==> src/rtl/sargantana_icache_ifill_unit_if.sv <==
// Line-fill channel bundle: cache request/response, L2 request/beat/invalidate.
// Latency: none, wires only.
// Backpressure: request side uses req_ready_o / l2_req_ready_i; beats and invalidations are not stallable.
//
// Signal names keep the unit's port names so waveforms line up with the block.
// slave  : the fill unit's view (drives the *_o signals).
// master : the cache + L2 side (drives the *_i signals).
interface sargantana_icache_ifill_unit_if #(
    parameter int PADDR_W = 40,
    parameter int LINE_W  = 512,
    parameter int BEAT_W  = 128,
    parameter int WAY_W   = 2
);
    localparam int CNT_W = $clog2(LINE_W / BEAT_W);

    // cache -> unit request
    logic               req_valid_i;
    logic [PADDR_W-1:0] req_paddr_i;
    logic [WAY_W-1:0]   req_way_i;
    logic               req_ready_o;
    logic               kill_i;
    // unit -> L2 request
    logic               l2_req_valid_o;
    logic [PADDR_W-1:0] l2_req_paddr_o;
    logic               l2_req_ready_i;
    // L2 -> unit data and invalidations
    logic               l2_beat_valid_i;
    logic [BEAT_W-1:0]  l2_beat_data_i;
    logic               l2_inv_valid_i;
    logic [PADDR_W-1:0] l2_inv_paddr_i;
    // unit -> cache response
    logic               resp_valid_o;
    logic [LINE_W-1:0]  resp_data_o;
    logic [WAY_W-1:0]   resp_way_o;
    logic [CNT_W-1:0]   resp_beat_o;
    logic               resp_inv_valid_o;
    logic [PADDR_W-1:0] resp_inv_paddr_o;
    logic               busy_o;

    modport slave (
        input  req_valid_i, req_paddr_i, req_way_i, kill_i,
        input  l2_req_ready_i, l2_beat_valid_i, l2_beat_data_i,
        input  l2_inv_valid_i, l2_inv_paddr_i,
        output req_ready_o, l2_req_valid_o, l2_req_paddr_o,
        output resp_valid_o, resp_data_o, resp_way_o, resp_beat_o,
        output resp_inv_valid_o, resp_inv_paddr_o, busy_o
    );

    modport master (
        output req_valid_i, req_paddr_i, req_way_i, kill_i,
        output l2_req_ready_i, l2_beat_valid_i, l2_beat_data_i,
        output l2_inv_valid_i, l2_inv_paddr_i,
        input  req_ready_o, l2_req_valid_o, l2_req_paddr_o,
        input  resp_valid_o, resp_data_o, resp_way_o, resp_beat_o,
        input  resp_inv_valid_o, resp_inv_paddr_o, busy_o
    );
endinterface

==> src/rtl/sargantana_icache_ifill_unit.sv <==
// I-cache line-fill unit: one miss -> one L2 request -> N_BEATS beats -> one full-line response.
// Latency: response the cycle after the last beat (one more if an invalidation is going out then); invalidations forwarded 1 cycle after arrival.
// Backpressure: one fill in flight, req_ready_o only in IDLE; L2 request held until l2_req_ready_i; beats and invalidations are never stalled.
//
// Ports: clk_i / rstn_i (synchronous, active low) plus the slave side of
// sargantana_icache_ifill_unit_if carrying the cache request, kill, the L2
// request/beat/invalidate channels and the line/invalidate responses.
// LINE_W/BEAT_W must be a power of two (>= 2) so the beat counter wraps naturally.
module sargantana_icache_ifill_unit #(
    parameter int PADDR_W  = 40,
    parameter int LINE_W   = 512,
    parameter int BEAT_W   = 128,
    parameter int WAY_W    = 2,
    parameter int OFFSET_W = 6
) (
    input  logic clk_i,
    input  logic rstn_i,
    sargantana_icache_ifill_unit_if.slave bus
);
    localparam int N_BEATS = LINE_W / BEAT_W;
    localparam int CNT_W   = $clog2(N_BEATS);
    localparam logic [CNT_W-1:0]   LAST_BEAT = CNT_W'(N_BEATS - 1);
    localparam logic [PADDR_W-1:0] LINE_MASK =
        {{(PADDR_W-OFFSET_W){1'b1}}, {OFFSET_W{1'b0}}};

    localparam logic [2:0] ST_IDLE  = 3'd0;
    localparam logic [2:0] ST_REQ   = 3'd1;
    localparam logic [2:0] ST_FILL  = 3'd2;
    localparam logic [2:0] ST_RESP  = 3'd3;
    localparam logic [2:0] ST_DRAIN = 3'd4;

    logic [2:0]         state_q,     state_d;
    logic [PADDR_W-1:0] addr_q,      addr_d;
    logic [WAY_W-1:0]   way_q,       way_d;
    logic [CNT_W-1:0]   cnt_q,       cnt_d;
    logic [LINE_W-1:0]  data_q,      data_d;
    logic               inv_vld_q,   inv_vld_d;
    logic [PADDR_W-1:0] inv_paddr_q, inv_paddr_d;

    logic beat_last;

    always_comb begin
        state_d     = state_q;
        addr_d      = addr_q;
        way_d       = way_q;
        cnt_d       = cnt_q;
        data_d      = data_q;
        // Invalidations bypass the FSM entirely; L2 spaces them so a
        // single holding register is enough.
        inv_vld_d   = bus.l2_inv_valid_i;
        inv_paddr_d = bus.l2_inv_valid_i ? bus.l2_inv_paddr_i : inv_paddr_q;
        beat_last   = (cnt_q == LAST_BEAT);

        case (state_q)
            ST_IDLE: begin
                if (bus.req_valid_i && !bus.kill_i) begin
                    addr_d  = bus.req_paddr_i & LINE_MASK;
                    way_d   = bus.req_way_i;
                    cnt_d   = '0;
                    state_d = ST_REQ;
                end
            end
            ST_REQ: begin
                // Once L2 has accepted the request its beats will arrive
                // regardless, so a late kill must still swallow them.
                if (bus.l2_req_ready_i) begin
                    state_d = bus.kill_i ? ST_DRAIN : ST_FILL;
                end else if (bus.kill_i) begin
                    state_d = ST_IDLE;
                end
            end
            ST_FILL: begin
                if (bus.l2_beat_valid_i) begin
                    if (!bus.kill_i) begin
                        for (int b = 0; b < N_BEATS; b++) begin
                            if (cnt_q == CNT_W'(b)) begin
                                data_d[b*BEAT_W +: BEAT_W] = bus.l2_beat_data_i;
                            end
                        end
                    end
                    cnt_d = cnt_q + CNT_W'(1);
                    if (beat_last) begin
                        state_d = bus.kill_i ? ST_IDLE : ST_RESP;
                    end else if (bus.kill_i) begin
                        state_d = ST_DRAIN;
                    end
                end else if (bus.kill_i) begin
                    state_d = ST_DRAIN;
                end
            end
            ST_DRAIN: begin
                if (bus.l2_beat_valid_i) begin
                    cnt_d = cnt_q + CNT_W'(1);
                    if (beat_last) begin
                        state_d = ST_IDLE;
                    end
                end
            end
            ST_RESP: begin
                // An outgoing invalidation owns this cycle; retry the line
                // next cycle unless the core has killed it meanwhile.
                if (bus.kill_i || !inv_vld_q) begin
                    state_d = ST_IDLE;
                end
            end
            default: state_d = ST_IDLE;
        endcase
    end

    always_ff @(posedge clk_i) begin
        if (!rstn_i) begin
            state_q     <= ST_IDLE;
            addr_q      <= '0;
            way_q       <= '0;
            cnt_q       <= '0;
            data_q      <= '0;
            inv_vld_q   <= 1'b0;
            inv_paddr_q <= '0;
        end else begin
            state_q     <= state_d;
            addr_q      <= addr_d;
            way_q       <= way_d;
            cnt_q       <= cnt_d;
            data_q      <= data_d;
            inv_vld_q   <= inv_vld_d;
            inv_paddr_q <= inv_paddr_d;
        end
    end

    assign bus.req_ready_o      = (state_q == ST_IDLE);
    assign bus.busy_o           = (state_q != ST_IDLE);
    assign bus.l2_req_valid_o   = (state_q == ST_REQ);
    assign bus.l2_req_paddr_o   = addr_q;
    // Kill masks the pulse in the same cycle so a dead line never escapes.
    assign bus.resp_valid_o     = (state_q == ST_RESP) && !inv_vld_q && !bus.kill_i;
    assign bus.resp_data_o      = data_q;
    assign bus.resp_way_o       = way_q;
    assign bus.resp_beat_o      = cnt_q;
    assign bus.resp_inv_valid_o = inv_vld_q;
    assign bus.resp_inv_paddr_o = inv_paddr_q;
endmodule

==> src/flat_wrapper.sv <==
// flat-port wrapper written by rule: the top's interface ports become plain ports
module sargantana_icache_ifill_unit_flat 
#(
    parameter int PADDR_W  = 40,
    parameter int LINE_W   = 512,
    parameter int BEAT_W   = 128,
    parameter int WAY_W    = 2,
    parameter int OFFSET_W = 6
)
  (clk_i, rstn_i, bus_req_valid_i, bus_req_paddr_i, bus_req_way_i, bus_kill_i, bus_l2_req_ready_i, bus_l2_beat_valid_i, bus_l2_beat_data_i, bus_l2_inv_valid_i, bus_l2_inv_paddr_i, bus_req_ready_o, bus_l2_req_valid_o, bus_l2_req_paddr_o, bus_resp_valid_o, bus_resp_data_o, bus_resp_way_o, bus_resp_beat_o, bus_resp_inv_valid_o, bus_resp_inv_paddr_o, bus_busy_o);
  sargantana_icache_ifill_unit_if #(.PADDR_W(PADDR_W), .LINE_W(LINE_W), .BEAT_W(BEAT_W), .WAY_W(WAY_W)) bus_i ();
  input  logic clk_i;
  input  logic rstn_i;
  input wire logic [$bits(bus_i.req_valid_i)-1:0] bus_req_valid_i;
  input wire logic [$bits(bus_i.req_paddr_i)-1:0] bus_req_paddr_i;
  input wire logic [$bits(bus_i.req_way_i)-1:0] bus_req_way_i;
  input wire logic [$bits(bus_i.kill_i)-1:0] bus_kill_i;
  input wire logic [$bits(bus_i.l2_req_ready_i)-1:0] bus_l2_req_ready_i;
  input wire logic [$bits(bus_i.l2_beat_valid_i)-1:0] bus_l2_beat_valid_i;
  input wire logic [$bits(bus_i.l2_beat_data_i)-1:0] bus_l2_beat_data_i;
  input wire logic [$bits(bus_i.l2_inv_valid_i)-1:0] bus_l2_inv_valid_i;
  input wire logic [$bits(bus_i.l2_inv_paddr_i)-1:0] bus_l2_inv_paddr_i;
  output wire logic [$bits(bus_i.req_ready_o)-1:0] bus_req_ready_o;
  output wire logic [$bits(bus_i.l2_req_valid_o)-1:0] bus_l2_req_valid_o;
  output wire logic [$bits(bus_i.l2_req_paddr_o)-1:0] bus_l2_req_paddr_o;
  output wire logic [$bits(bus_i.resp_valid_o)-1:0] bus_resp_valid_o;
  output wire logic [$bits(bus_i.resp_data_o)-1:0] bus_resp_data_o;
  output wire logic [$bits(bus_i.resp_way_o)-1:0] bus_resp_way_o;
  output wire logic [$bits(bus_i.resp_beat_o)-1:0] bus_resp_beat_o;
  output wire logic [$bits(bus_i.resp_inv_valid_o)-1:0] bus_resp_inv_valid_o;
  output wire logic [$bits(bus_i.resp_inv_paddr_o)-1:0] bus_resp_inv_paddr_o;
  output wire logic [$bits(bus_i.busy_o)-1:0] bus_busy_o;
  assign bus_i.req_valid_i = bus_req_valid_i;
  assign bus_i.req_paddr_i = bus_req_paddr_i;
  assign bus_i.req_way_i = bus_req_way_i;
  assign bus_i.kill_i = bus_kill_i;
  assign bus_i.l2_req_ready_i = bus_l2_req_ready_i;
  assign bus_i.l2_beat_valid_i = bus_l2_beat_valid_i;
  assign bus_i.l2_beat_data_i = bus_l2_beat_data_i;
  assign bus_i.l2_inv_valid_i = bus_l2_inv_valid_i;
  assign bus_i.l2_inv_paddr_i = bus_l2_inv_paddr_i;
  assign bus_req_ready_o = bus_i.req_ready_o;
  assign bus_l2_req_valid_o = bus_i.l2_req_valid_o;
  assign bus_l2_req_paddr_o = bus_i.l2_req_paddr_o;
  assign bus_resp_valid_o = bus_i.resp_valid_o;
  assign bus_resp_data_o = bus_i.resp_data_o;
  assign bus_resp_way_o = bus_i.resp_way_o;
  assign bus_resp_beat_o = bus_i.resp_beat_o;
  assign bus_resp_inv_valid_o = bus_i.resp_inv_valid_o;
  assign bus_resp_inv_paddr_o = bus_i.resp_inv_paddr_o;
  assign bus_busy_o = bus_i.busy_o;
  sargantana_icache_ifill_unit #(.PADDR_W(PADDR_W), .LINE_W(LINE_W), .BEAT_W(BEAT_W), .WAY_W(WAY_W), .OFFSET_W(OFFSET_W)) u_core (.clk_i(clk_i), .rstn_i(rstn_i), .bus(bus_i));
endmodule
==> config.mk <==
export PLATFORM = sky130hd
export DESIGN_NAME = sargantana_icache_ifill_unit_flat
export DESIGN_NICKNAME = d
export VERILOG_FILES = /design/src/rtl/sargantana_icache_ifill_unit_if.sv /design/src/rtl/sargantana_icache_ifill_unit.sv /design/src/flat_wrapper.sv
export SDC_FILE = /design/constraint.sdc
export NUM_CORES = 1
export LEC_CHECK = 0
export ABC_AREA = 0
export ABC_CLOCK_PERIOD_IN_PS = 3000
export BUFFER_PORTS_ARGS = -buffer_cell sky130_fd_sc_hd__buf_2
export CAP_MARGIN = 20
export CORE_AREA = 2 2 321 323
export CTS_CLUSTER_DIAMETER = 120
export DETAILED_ROUTE_END_ITERATION = 8
export DIE_AREA = 0 0 323 325
export GPL_TIMING_DRIVEN = 0
export PLACE_DENSITY = 0.52
export SETUP_SLACK_MARGIN = 0.3
export SYNTH_ARGS = -nofsm -noshare
export SYNTH_HDL_FRONTEND = slang
export SYNTH_SLANG_ARGS = --single-unit
==> constraint.sdc <==
create_clock -name clk_i -period 3 [get_ports clk_i]
set_input_delay 0.75 -clock clk_i [delete_from_list [all_inputs] [get_ports clk_i]]
set_output_delay 0.75 -clock clk_i [all_outputs]
set_load 0.02 [all_outputs]
Word-level counts from Yosys, hierarchy flattened
Cells that the tools add are included.
{"block": "classes", "add_sub_neg": 1, "n_eq_ne": 13, "muxes": 15, "n_bitwise": 1, "n_reduce_logical": 18}
{"cell": "2-to-1 mux 3 bit", "n": 10}
{"cell": "AND reduction 4 bit", "n": 4}
{"cell": "case mux 3 bit (5 select lines)", "n": 1}
{"cell": "inequality test 2 x 1 -> 1 bit (second input constant)", "n": 4}
{"cell": "== test 3 x 2 -> 1 bit (second input constant)", "n": 2}
{"cell": "2-to-1 mux 2 bit", "n": 3}
{"cell": "AND reduction 5 bit", "n": 1}
{"cell": "== test 2 bit (second input constant)", "n": 2}
{"cell": "case mux 2 bit (2 select lines)", "n": 1}
{"cell": "== test 3 x 1 -> 1 bit (second input constant)", "n": 1}
{"cell": "== test 3 bit (second input constant)", "n": 1}
{"cell": "logical AND 1 bit", "n": 3}
{"cell": "logical NOT 3 bit", "n": 1}
{"cell": "inequality test 3 bit (second input constant)", "n": 1}
{"cell": "AND reduction 3 bit", "n": 1}
{"cell": "nonzero test 3 bit", "n": 1}
{"cell": "adder 2 x 1 -> 2 bit (second input constant)", "n": 1}
{"cell": "== test 2 x 1 -> 1 bit (second input constant)", "n": 1}
{"cell": "logical NOT 1 bit", "n": 2}
{"cell": "logical NOT 2 bit", "n": 1}
{"cell": "inequality test 2 bit (second input constant)", "n": 1}
{"cell": "AND reduction 2 bit", "n": 1}
{"cell": "nonzero test 2 bit", "n": 1}
{"cell": "OR reduction 2 bit", "n": 1}
{"cell": "2 further kinds", "n": 2}
{"block": "word_totals", "regBits": 594, "inputBits": 217, "output_inout_bits": 601, "elab_cells": 58}

Depth between registers and ports, before layout
Gate-level depths: netlist of the first run.
{"block": "depth", "word_depth": 4, "depth_mapped": 7, "ltp_nobuf": 5}

Worst setup path after synthesis of the first run
No wires, ideal clock.
{"block": "synth_path", "path_kind": "input-to-output", "start": "in bus_kill_i", "end": "out bus_resp_valid_o", "arrival_time_ns": 1.624, "required_ns": 2.250, "slack_ns": 0.626, "path_stages": 2, "n_path_buf": 1, "cell_sequence": "buf_2 -> nor4_1"}
{"block": "synth_via", "elab_chain_len": 2}
{"element": "start, declared", "line_no": "flat_wrapper.sv:17", "source": "input wire logic [$bits(bus_i.kill_i)-1:0] bus_kill_i;"}
{"element": "logical NOT 1 bit", "line_no": "sargantana_icache_ifill_unit.sv:135", "source": "assign bus.resp_valid_o = (state_q == ST_RESP) && !inv_vld_q && !bus.kill_i;"}
{"element": "logical AND 1 bit", "line_no": "sargantana_icache_ifill_unit.sv:135"}
{"element": "end, declared", "line_no": "flat_wrapper.sv:26", "source": "output wire logic [$bits(bus_i.resp_valid_o)-1:0] bus_resp_valid_o;"}
Every way passes these cells.

Final worst setup path of the first run
{"block": "layout_path", "start": "reg u_core.state_q[0]", "end": "out bus_req_ready_o"}
{"block": "layout_via", "elab_chain_len": 1}
{"element": "start, declared", "line_no": "sargantana_icache_ifill_unit.sv:32", "source": "logic [2:0] state_q, state_d;"}
{"element": "start signal, assigned", "line_no": "sargantana_icache_ifill_unit.sv:120", "source": "state_q <= state_d;"}
{"element": "logical NOT 3 bit", "line_no": "sargantana_icache_ifill_unit.sv:130", "source": "assign bus.req_ready_o = (state_q == ST_IDLE);"}
{"element": "end, declared", "line_no": "flat_wrapper.sv:23", "source": "output wire logic [$bits(bus_i.req_ready_o)-1:0] bus_req_ready_o;"}
Every way passes these cells.

==> impl_metrics.ini, run 1 <==
[sta]
setup_viol_count_final = 0
final.hold.worst_slack_ps = 345
finalCritPeriodShare_pct = 87.0
tightestPinTransition_ps = 1120
finalHoldViolations = 0
max-slew-margin-rel_pct = 25.0
max_freq_ghz = 0.383
slew_viol_final = 0
grt_setup_unrepaired = false
fin_crit_ps = 2610
skew_ps = 20.5

[pwr]
power.ir.vdd_worst_uv = 390
power-per-cell-area_nw_per_um2 = 603
p_leak_nw = 13.0

[floorplanning]
num_rows = 117
die_width_um = 323
floorplan.die_area_sq_um = 105000
i_o_pin_count = 818
die_height_um = 325
initial_utilization_pct = 22.1
core_region_area_sq_um = 101000

[layout]
fin_nets = 3684
drive_above_1_share_pct = 28.4
layout-area-overhead-vs-synth_pct = 36.7
fillerInstances = 11100
non_filler_cells_in_the_finished_layout = 4884

[flow_run]
drv.max_cap_violation_count = 0

[yosys]
seq_area_frac_synth_pct = 53.2
ys_warnings = 0
synth-compound-area-share_pct = 18.8
netlist-cell-type-count = 39
synth_xor_area_share_pct = 0.0391
yosys_register_bits = 594
multiplexer_share_of_the_synthesized_area_pct = 1.88
largest_family_of_logic_cells_by_synthesized_area = simple AND/OR/NAND/NOR gates
synth_area_sq_um = 22400
synth_simple_gate_area_share_pct = 20.5
synthesized_area_fraction_occupied_by_adder_cells_pct = 0.280
post_synth_inst_count = 2582
syn-mean-instance-area_sq_um = 8.66

[worst_setup_path]
worst-endpoint-arrival_ps = 1860
critical_path_peak_fanout = 10
worst_r2r_path_depth = 7
worst-endpoint-required_ps = 2250
setup.worst_path.start_class = flip-flop
r2r_setup_slack_ps = 570
worst_setup_path_startpoint = u_core.state_q[0]$_SDFFE_PN0P_
regToRegStartpoint = u_core.bus.resp_beat_o[0]$_SDFFE_PN0P_
crit_type = reg2out
critPathCaptureType = output pin
worst_setup_path_endpoint = bus_req_ready_o
critical_path.reg2reg.endpoint = u_core.bus.resp_data_o[99]$_SDFFE_PN0P_

[worst_hold_path]
hold_path_class = in2reg

[grt]
first_pass_grt_wire_length_um = 143000
antenna_found_initial = 11
gr-usage-all-layers_pct = 18.7
grt_start_max_net_pins = 13
via_count_of_the_first_global_routing_pass = 19800
grt.overflow.total = 0

[clock_tree]
cts_hold_buffers = 0
cts_buf_count = 71
worstSkewPairLatency_ps = 640
cts_tree = built
htree_num_levels = 3
tritoncts_num_sinks = 594
clk_pin_slew_ps = 60
cts_buffer_depth = 3
cts_root_buf = sky130_fd_sc_hd__clkbuf_16

[place]
hpwl_um = 79100
port-buffer-count = 802
gp_congestion = 0.830
post-place-cells = 4757

[drt]
routed_via_density = 4.28
wire_per_inst_um = 20.9
drc = 0
drt-pass1-iter-count = 5
drtIter0Drc = 1145
num_vias = 20900
total_routed_length_um = 102000
detail-route-antenna-nets = 0

[status]
outcome = complete, no violations
-- layout make-up --
cell class / count / area [sq um] / area share (%)
antenna: 1 / 2.50 / 0.00819
buffer: 202 / 1190 / 3.90
clock buffer: 110 / 2160 / 7.05
clock inverter: 16 / 272 / 0.888
inverter: 4 / 15.0 / 0.0491
multi-input combinational: 1787 / 9320 / 30.5
sequential: 594 / 11900 / 38.9
tap: 1368 / 1710 / 5.60
timing repair buffer: 802 / 4020 / 13.1
-- worst max-delay path: stages, from the launching register on --
cell	delay (ps)
sky130_fd_sc_hd__dfxtp_1	360
sky130_fd_sc_hd__clkbuf_2	220
sky130_fd_sc_hd__or3_4	440
sky130_fd_sc_hd__inv_1	70
sky130_fd_sc_hd__buf_4	140
-- sequential cells by signal (all words and copies together), names as in the netlist --
register	count
u_core.bus.resp_inv_paddr_o	40
u_core.bus.l2_req_paddr_o	34
u_core.bus.resp_data_o	512
u_core.bus.resp_way_o	2
u_core.bus.resp_inv_valid_o	1
u_core.state_q	3
u_core.bus.resp_beat_o	2
-- worst min path at each step --
stage	start	endpoint	cells after the start	slack (ps)
after floorplan	u_core.bus.l2_req_paddr_o[10]$_SDFFE_PN0P_	u_core.bus.l2_req_paddr_o[10]$_SDFFE_PN0P_	2	530
after global placement	u_core.bus.resp_data_o[429]$_SDFFE_PN0P_	u_core.bus.resp_data_o[429]$_SDFFE_PN0P_	2	440
after detailed placement	u_core.bus.resp_data_o[118]$_SDFFE_PN0P_	u_core.bus.resp_data_o[118]$_SDFFE_PN0P_	2	440
after CTS	bus_req_paddr_i[25]	u_core.bus.l2_req_paddr_o[25]$_SDFFE_PN0P_	3	280
after global routing	bus_req_paddr_i[18]	u_core.bus.l2_req_paddr_o[18]$_SDFFE_PN0P_	3	310
final	bus_req_way_i[0]	u_core.bus.resp_way_o[0]$_SDFFE_PN0P_	3	350
-- per-stage QoR --
step	cell area [sq um]	setup TNS [ps]	total power, mW	utilization (%)	worst slack, ps
after floorplan	22400	0	8.91	-	626
after global placement	28100	-145560	9.60	27.8	-709
after detailed placement	28100	-12950	9.60	27.8	-257
after CTS	30600	0	18.7	30.2	261
after global routing	30600	0	19.1	30.2	295
final	30600	0	18.4	30.2	390
-- placed cells by master, fill, tap and decap left out, types with 5 or more instances in the layout --
cell type / n
sky130_fd_sc_hd__a21boi_1: 511
sky130_fd_sc_hd__mux2i_1: 42
sky130_fd_sc_hd__bufinv_16: 5
sky130_fd_sc_hd__clkbuf_8: 20
sky130_fd_sc_hd__ha_1: 5
sky130_fd_sc_hd__nand3_1: 7
sky130_fd_sc_hd__clkbuf_1: 128
sky130_fd_sc_hd__conb_1: 6
sky130_fd_sc_hd__a21boi_0: 39
sky130_fd_sc_hd__clkbuf_16: 73
sky130_fd_sc_hd__dfxtp_1: 594
sky130_fd_sc_hd__buf_6: 43
sky130_fd_sc_hd__buf_4: 20
sky130_fd_sc_hd__buf_2: 816
sky130_fd_sc_hd__clkbuf_2: 5
sky130_fd_sc_hd__nor2b_1: 41
sky130_fd_sc_hd__buf_1: 8
sky130_fd_sc_hd__nand2_1: 1100
-- report_power, final --
group / leakage (nW) / switching (mW) / internal, mW
Clock: 1.19 / 3.60 / 5.41
Combinational: 7.00 / 0.886 / 0.484
Sequential: 4.79 / 0.0669 / 8.00
Total: 13.0 / 4.56 / 13.9
-- cells in the mapped netlist, drive strengths merged --
cell type	number	area, sq um
nand2	1100	4130
dfxtp	594	11900
a21boi	550	4130
clkbuf	116	435
buf	86	737
mux2i	42	420
nor2b	41	257
nand3	7	35.0
ha	5	62.6
and3	4	25.0
inv	4	15.0
nor2	4	15.0
nand2b	3	18.8
o21ai	3	15.0
a21oi	2	10.0
and2	2	12.5
and3b	2	17.5
nor3	2	21.3
or3b	2	17.5
a211oi	1	7.51
a221oi	1	15.0
a31oi	1	6.26
a32oi	1	8.76
and4b	1	10.0
conb	1	3.75
nand3b	1	7.51
nor3b	1	7.51
nor4	1	6.26
nor4b	1	8.76
o221a	1	11.3
or3	1	6.26
xnor2	1	8.76
-- cells by family after synthesis --
family	Yosys count
other cells	1
buf+inv	206
fa+ha+maj	5
xor+xnor	1
simple gates	1173
flops	594
compound gates	560
mux	42
-- layer usage --
layer | GRT usage [%] | vias to the layer above | wire (um)
met5 | 0 | - | 37
met4 | 6.41 | 6 | 2990
met3 | 5.29 | 144 | 7760
met2 | 31.4 | 749 | 48200
met1 | 22.9 | 9934 | 43300
li1 | - | 10100 | -
-- what timing repair did --
item,4_1_cts,5_1_grt
gates resized for setup,5,2
setup endpoints to repair,3,2
buffers inserted,0,0
endpoints found under the hold margin,0,0
pin swaps,0,1
Note: power is estimated with default switching activity, not from simulation.
==> run 2: changes to the inputs <==
PLACE_DENSITY = 0.48   (was 0.52)
==> run 2 against run 1 <==
  * Hold slack improved by 14 ps
  * Non-clock buffer count up 2
  * Clock skew shrank 2.4 ps
  * Combinational power is essentially flat
  * Cell count rose by 0.10%
  * Power fell by 2.3%
  * Sequential share of layout area rose by 0.11 points
==> impl_metrics.ini, run 2 (synthesis results as in run 1) <==
[pwr]
power.net_switching_mw = 4.58
power.ir.vdd_worst_uv = 362
share_clk_of_total_power_pct = 47.7
p_int_mw = 13.4
p_leak_nw = 12.9
p_seq_share_pct = 44.8
power-per-cell-area_nw_per_um2 = 591
power.combinational.fraction_pct = 7.6
power.switching_fraction_pct = 25.4

[clock_tree]
clk_pin_slew_ps = 50
tritoncts_num_sinks = 594
htree_num_levels = 3
worstSkewPairLatency_ps = 640
cts_buffer_depth = 3
cts_tree = built
cts_root_buf = sky130_fd_sc_hd__clkbuf_16
cts_buf_count = 71

[sta]
grt_setup_unrepaired = true
setup_tns_ps = 0
skew_ps = 18.1
max_freq_ghz = 0.381
slew_viol_final = 0
max-slew-margin-rel_pct = 34.1
final.hold.worst_slack_ps = 359
tightestPinTransition_ps = 988
finalHoldViolations = 0
fin_crit_ps = 2620
setup_viol_count_final = 0
finalCritPeriodShare_pct = 87.4

[layout]
layout-area-overhead-vs-synth_pct = 36.3
final_cell_mix = sky130_fd_sc_hd__nand2_1 (1100), sky130_fd_sc_hd__buf_2 (816), sky130_fd_sc_hd__dfxtp_1 (594), sky130_fd_sc_hd__a21boi_1 (511), sky130_fd_sc_hd__clkbuf_1 (128)
largest_register_ffs = 512
drive_above_1_share_pct = 28.5
fin_util_pct = 30.1
fillerInstances = 11100
mostFrequentLayoutCell = sky130_fd_sc_hd__nand2_1
non_filler_cells_in_the_finished_layout = 4889
fin_nets = 3686

[worst_setup_path]
critPathCaptureType = output pin
path_delay_family = buffers and inverters
crit_type = reg2out
worst_setup_path_startpoint = u_core.state_q[2]$_SDFFE_PN0P_
crit_path_max_incr_delay_ps = 420
cells_along_the_critical_path = clkbuf_4, clkbuf_8, or3_4, inv_1, buf_4
worst-endpoint-required_ps = 2250
critical_path_peak_fanout = 10
setup.worst_path.start_class = flip-flop
path_buf_inv = 4
worst-endpoint-arrival_ps = 1870
regToRegStartpoint = u_core.state_q[1]$_SDFFE_PN0P_
worst_r2r_path_depth = 7
path_depth = 5
crit_slowest_cell = sky130_fd_sc_hd__or3_4

[floorplanning]
num_rows = 117
core_region_area_sq_um = 101000
i_o_pin_count = 818
die_height_um = 325
die_width_um = 323
floorplan.die_area_sq_um = 105000
initial_utilization_pct = 22.1

[grt]
antenna_found_initial = 7
first_pass_grt_wire_length_um = 146000
grt_start_max_net_pins = 13
gr-usage-all-layers_pct = 19.1
via_count_of_the_first_global_routing_pass = 20000
grt.overflow.total = 0

[place]
hpwl_um = 80300
gp_congestion = 0.814
post-place-cells = 4759
port-buffer-count = 802

[drt]
num_vias = 20800
drtIter0Drc = 1006
drc = 0
total_routed_length_um = 104000
routed_via_density = 4.25
detail-route-antenna-nets = 0
wire_per_inst_um = 21.3
drt-pass1-iter-count = 5

[worst_hold_path]
holdCritStartpoint = bus_req_paddr_i[18]
min_delay_path_depth = 3
hold_path_class = in2reg

[flow_run]
drv.max_cap_violation_count = 0

[status]
outcome = complete, no violations
## run 2: layout make-up
cell class | count | area [sq um] | share of cell area [%]
inverter | 4 | 15.0 | 0.0493
clock buffer | 106 | 2100 | 6.89
clock inverter | 20 | 188 | 0.616
sequential | 594 | 11900 | 39.0
tap | 1368 | 1710 | 5.62
timing repair buffer | 804 | 4060 | 13.3
multi-input combinational | 1787 | 9320 | 30.6
antenna | 4 | 10.0 | 0.0328
buffer | 202 | 1190 | 3.91
## run 2: per-layer routing
layer	wire [um]	share of wire, %	GRT usage (%)	vias up
li1	-	-	-	10100
met1	44400	43	23.4	9835
met2	49600	48	32.6	712
met3	7870	7.6	5.17	117
met4	2420	2.3	5.46	0
met5	0	0	0	-
## run 2: path summary, 6_finish.rpt
| check | slack [ps] | endpoint |
|---|---|---|
| worst max-delay path | 380 | bus_req_ready_o |
| worst min-delay path | 360 | u_core.bus.l2_req_paddr_o[18]$_SDFFE_PN0P_ |
| worst max register to register | 440 | u_core.bus.resp_data_o[188]$_SDFFE_PN0P_ |
| worst min register to register | 450 | u_core.bus.resp_data_o[136]$_SDFFE_PN0P_ |
## run 2: worst register-to-register path, cell delays in order (launching register included)
cell and delay (ps):
sky130_fd_sc_hd__dfxtp_1 360, sky130_fd_sc_hd__and2_0 160, sky130_fd_sc_hd__clkbuf_1 170, sky130_fd_sc_hd__nand3_1 140, sky130_fd_sc_hd__buf_2 600, sky130_fd_sc_hd__clkbuf_1 770
sky130_fd_sc_hd__nand2_1 120, sky130_fd_sc_hd__a21boi_1 170
## run 2: power by group through the flow
stage / registers [mW] / clock network [mW] / logic [mW]
detailed placement: 8.24 / 0 / 1.37
CTS: 8.07 / 8.85 / 1.38
global placement: 8.24 / 0 / 1.37
finish: 8.07 / 8.59 / 1.36
global route: 8.08 / 9.15 / 1.47
floorplan: 8.36 / 0 / 0.544
## run 2: through the flow
step / power [mW] / area (sq um) / setup slack (ps)
floorplan: 8.91 / 22400 / 626
global placement: 9.60 / 28100 / -593
detailed placement: 9.61 / 28200 / -148
CTS: 18.3 / 30500 / 285
global route: 18.7 / 30500 / 290
finish: 18.0 / 30500 / 377
## run 2: what timing repair did
action                                  CTS  global route
gates resized for setup                   5             4
hold buffers                              0             0
hold endpoints to repair                  0             0
buffers inserted                          0             0
endpoints found under the setup margin    3             2
